[config.mk]
export PLATFORM = sky130hd
export DESIGN_NAME = regfile_write_arbiter
export DESIGN_NICKNAME = d
export VERILOG_FILES = /design/src/rtl/regfile_write_arbiter.sv
export SDC_FILE = /design/constraint.sdc
export NUM_CORES = 1
export LEC_CHECK = 0
export BUFFER_PORTS_ARGS = -buffer_cell sky130_fd_sc_hd__buf_2
export CORE_MARGIN = 8
export CORE_UTILIZATION = 50
export DETAILED_ROUTE_END_ITERATION = 8
export MAX_ROUTING_LAYER = met4
export PLACE_DENSITY = 0.74
export SLEW_MARGIN = 20
export SYNTH_ARGS = -nofsm -noshare
export SYNTH_HDL_FRONTEND = slang
export SYNTH_SLANG_ARGS = --single-unit
[constraint.sdc]
create_clock -name clk -period 4.1 [get_ports clk]
set_input_delay 0.82 -clock clk [delete_from_list [all_inputs] [get_ports clk]]
set_output_delay 0.82 -clock clk [all_outputs]
set_load 0.05 [all_outputs]
[src/rtl/regfile_write_arbiter.sv]
// Two-requester writeback arbiter for the single register-file write port.
// Each requester owns a one-entry slot; round-robin (or age for same-address) drains to rf_*.
module regfile_write_arbiter #(
  parameter int unsigned WORD_SIZE = 16,
  parameter int unsigned ADDR_W    = 2
) (
  input  logic                   clk,
  input  logic                   reset,
  input  logic                   req0_valid,
  output logic                   req0_ready,
  input  logic [ADDR_W-1:0]      req0_addr,
  input  logic [WORD_SIZE-1:0]   req0_data,
  input  logic                   req1_valid,
  output logic                   req1_ready,
  input  logic [ADDR_W-1:0]      req1_addr,
  input  logic [WORD_SIZE-1:0]   req1_data,
  output logic                   rf_write,
  output logic [ADDR_W-1:0]      rf_addr,
  output logic [WORD_SIZE-1:0]   rf_data,
  output logic                   grant_id,
  output logic [2**ADDR_W-1:0]   busy_mask
);

  logic                 slot0_full_q, slot1_full_q;
  logic [ADDR_W-1:0]    slot0_addr_q, slot1_addr_q;
  logic [WORD_SIZE-1:0] slot0_data_q, slot1_data_q;
  logic                 age_q, age_d;      // 0: slot0 older, 1: slot1 older
  logic                 rr_last_q;
  logic                 gnt0, gnt1;
  logic                 fill0, fill1;
  logic                 keep0, keep1;

  always_comb begin
    gnt0 = 1'b0;
    gnt1 = 1'b0;
    if (slot0_full_q && slot1_full_q) begin
      // Same destination must retire in fill order so the younger value lands last.
      if (slot0_addr_q == slot1_addr_q) begin
        gnt0 = !age_q;
        gnt1 = age_q;
      end else begin
        gnt0 = rr_last_q;
        gnt1 = !rr_last_q;
      end
    end else begin
      gnt0 = slot0_full_q;
      gnt1 = slot1_full_q;
    end
  end

  assign req0_ready = !reset && (!slot0_full_q || gnt0);
  assign req1_ready = !reset && (!slot1_full_q || gnt1);
  assign fill0      = req0_valid && req0_ready;
  assign fill1      = req1_valid && req1_ready;
  assign keep0      = slot0_full_q && !gnt0;
  assign keep1      = slot1_full_q && !gnt1;

  always_comb begin
    age_d = age_q;
    if (fill0 && fill1) begin
      age_d = 1'b0;
    end else if (fill0) begin
      age_d = keep1;
    end else if (fill1) begin
      age_d = !keep0;
    end
  end

  always_ff @(posedge clk) begin
    if (reset) begin
      slot0_full_q <= 1'b0;
      slot1_full_q <= 1'b0;
      slot0_addr_q <= '0;
      slot1_addr_q <= '0;
      slot0_data_q <= '0;
      slot1_data_q <= '0;
      age_q        <= 1'b0;
      rr_last_q    <= 1'b1;
      rf_write     <= 1'b0;
      rf_addr      <= '0;
      rf_data      <= '0;
      grant_id     <= 1'b0;
    end else begin
      if (fill0) begin
        slot0_full_q <= 1'b1;
        slot0_addr_q <= req0_addr;
        slot0_data_q <= req0_data;
      end else if (gnt0) begin
        slot0_full_q <= 1'b0;
      end
      if (fill1) begin
        slot1_full_q <= 1'b1;
        slot1_addr_q <= req1_addr;
        slot1_data_q <= req1_data;
      end else if (gnt1) begin
        slot1_full_q <= 1'b0;
      end
      age_q <= age_d;
      if (gnt0 || gnt1) begin
        rf_write  <= 1'b1;
        rf_addr   <= gnt1 ? slot1_addr_q : slot0_addr_q;
        rf_data   <= gnt1 ? slot1_data_q : slot0_data_q;
        grant_id  <= gnt1;
        rr_last_q <= gnt1;
      end else begin
        rf_write <= 1'b0;
      end
    end
  end

  always_comb begin
    busy_mask = '0;
    if (slot0_full_q) busy_mask[slot0_addr_q] = 1'b1;
    if (slot1_full_q) busy_mask[slot1_addr_q] = 1'b1;
    if (rf_write)     busy_mask[rf_addr]      = 1'b1;
  end

endmodule
==> run_results.csv <==
group,metric,value,unit
pwr,power,1.58,mW
cells_and_area,drive_above_1_share,0.227,
hold_path,hold_class,"flop to flop",
critical_path,critPathMaxFanout,19,
yosys,syn-instance-count,358,
cells_and_area,fin_nets,450,
hold_path,min_path_cells,2,
yosys,async_reset_ff_frac,0,
floorplan,num_rows,28,
place,dp_slack,1.53,ns
cts,numCtsBuffers,9,
sta,tightest_slew,0.716,ns
place,dp_hpwl,5.35,mm
grt,antenna_found_initial,0,
floorplan,dieArea,8810,µm²
detailed_routing,first_pass_iters,5,
critical_path,crit_path_start_kind,"flop",
place,io_buffers,65,
cts,hold_buffers,0,
detailed_routing,vias_per_cell,5.64,
critical_path,endpoint_kind,"output port",
detailed_routing,antenna_left,0,
detailed_routing,via_count,2756,
floorplan,die-height,93.9,µm
place,place.gp.congestion,0.924,
cts,clk_path_buf_depth,2,
cts,tritoncts,"built",
cells_and_area,fillers,537,
pwr,p_leak,1.51,nW
sta,fin_crit,2.95,ns
cts,clkTransAtPathRegs,0.06,ns
sta,setup_violations,0,
cts,cts_resized,0,
yosys,ys.flop_type,"dfxtp_1",
cells_and_area,final_cell_mix,"76 x nand2_1, 65 x buf_2, 59 x dfxtp_1",
place,place_inst,474,
yosys,netlist_area,3030,µm²
sta,finalWorstSetupSlack,1.15,ns
sta,drv_slew,0,
sta,grt_setup_unrepaired,"no",
yosys,yosysSeqAreaShare,0.396,
grt,grt_start_max_net_pins,50,
yosys,syn-num-nets,398,
cts,numClockSinks,60,
sta,period_share,0.719,
sta,whs,0.460,ns
yosys,yosysUniqueCellTypes,38,
grt,grtUsageTotal,0.184,
yosys,ys_seq_elements,60,
sta,skew,0.0116,ns
grt,grt_overflow,0,
sta,tns,0,ns
critical_path,critPathArrivalTime,2.13,ns
cts,post_cts_buffers,0,
cts,htree_num_levels,3,
sta,hold_violations,0,
yosys,synth_edf_count,0,
critical_path,critPathRequiredTime,3.28,ns
cells_and_area,mostFrequentLayoutCell,"nand2_1",
cells_and_area,diodes,0,
flow_run,drv_cap,0,
detailed_routing,drt_iter0_markers,233,
cells_and_area,stdcell_area,3540,µm²
cts,cts_root_buf,"clkbuf_8",
floorplan,initial_core_util,0.515,
sta,maxSlewHeadroom,0.521,
grt,grt_pass1_vias,2677,
place,placed_cell_area,3330,µm²
critical_path,path_class,"flop to output port",
cells_and_area,area_growth_syn_to_layout,16.6,%
sta,fmax,0.339,GHz
detailed_routing,routed_wl,7.81,mm
critical_path,reg2reg_depth,5,
pwr,ir_drop,0.207,mV
detailed_routing,wl_per_cell,16.0,µm
cts,insertion_delay,0.33,ns
yosys,yosysWarnings,0,
run_status,status,"completed",
floorplan,die_w,93.9,µm
cells_and_area,fin_util,0.601,
detailed_routing,drc,0,
yosys,synth_area_per_cell,8.47,µm²
cells_and_area,layout.cells.non_filler,489,
pwr,power_density,447,nW/µm²
grt,grt_pass1_wl,12.7,mm
floorplan,io_pins,66,
floorplan,core,5890,µm²
[area by class of cell]
class	instances	area, µm²	area share
clock buffer	14	173	0.0488
clock inverter	1	30.0	0.00849
inverter	21	78.8	0.0223
multi-input combinational	246	1580	0.447
sequential	60	1200	0.340
tap	75	93.8	0.0265
timing repair buffer	72	378	0.107
[critical path: stages, from the launching register on]
cell and delay, ns:
dfxtp_1 0.46, xor2_2 0.17, o21ai_1 0.44, nand2_4 0.24, a21oi_1 0.20, buf_2 0.28
[sequential cells by signal (all words and copies together), names as in the netlist]
name / flops
grant_id: 1
slot1_data_q: 16
slot1_addr_q: 2
rf_addr: 2
slot0_data_q: 16
slot1_full_q: 1
slot0_addr_q: 2
age_q: 1
rf_write: 1
rf_data: 16
rr_last_q: 1
slot0_full_q: 1
[power breakdown]
group	switching [mW]	leakage, nW	internal, mW	total (mW)
clock	0.214	0.103	0.328	0.542
sequential	0.0424	0.496	0.632	0.674
combinational	0.254	0.916	0.112	0.366
total	0.510	1.51	1.07	1.58
[synth_stat cells (all sizes together) (4+ instances only)]
library cell	count	area, µm²
o211ai	4	30.0
dfxtp	60	1200
a21oi	22	110
nand3	5	25.0
mux2i	36	360
buf	12	110
nor2	23	86.3
nor4b	16	140
a311oi	17	149
o221ai	19	166
inv	21	78.8
clkbuf	19	71.3
nand2	77	297
o21ai	4	20.0
[logic make-up after synthesis]
kind of cell,Yosys count,share of synthesized area
xor gates and xnor gates,2,0.0107
buffers and inverters,52,0.0858
DFF,60,0.396
muxes,36,0.119
and+or+nand+nor,132,0.206
AOI/OAI and AO/OA,76,0.182
[path summary, 6_finish.rpt]
path / start / end / slack, ns
max: slot1_addr_q[0] / req1_ready / 1.15
min: slot0_data_q[15] / slot0_data_q[15] / 0.46
max reg2reg: slot1_full_q / slot1_data_q[12] / 1.76
min reg2reg: slot0_data_q[15] / slot0_data_q[15] / 0.46
[per-layer routing]
metal | GRT usage | part of all wire | routed length (µm)
met4 | 0.0634 | 0.010 | 81
met5 | - | 0 | 0
met1 | 0.229 | 0.47 | 3700
met2 | 0.279 | 0.45 | 3520
met3 | 0.0520 | 0.064 | 500
Note: power is estimated with default switching activity, not from simulation.
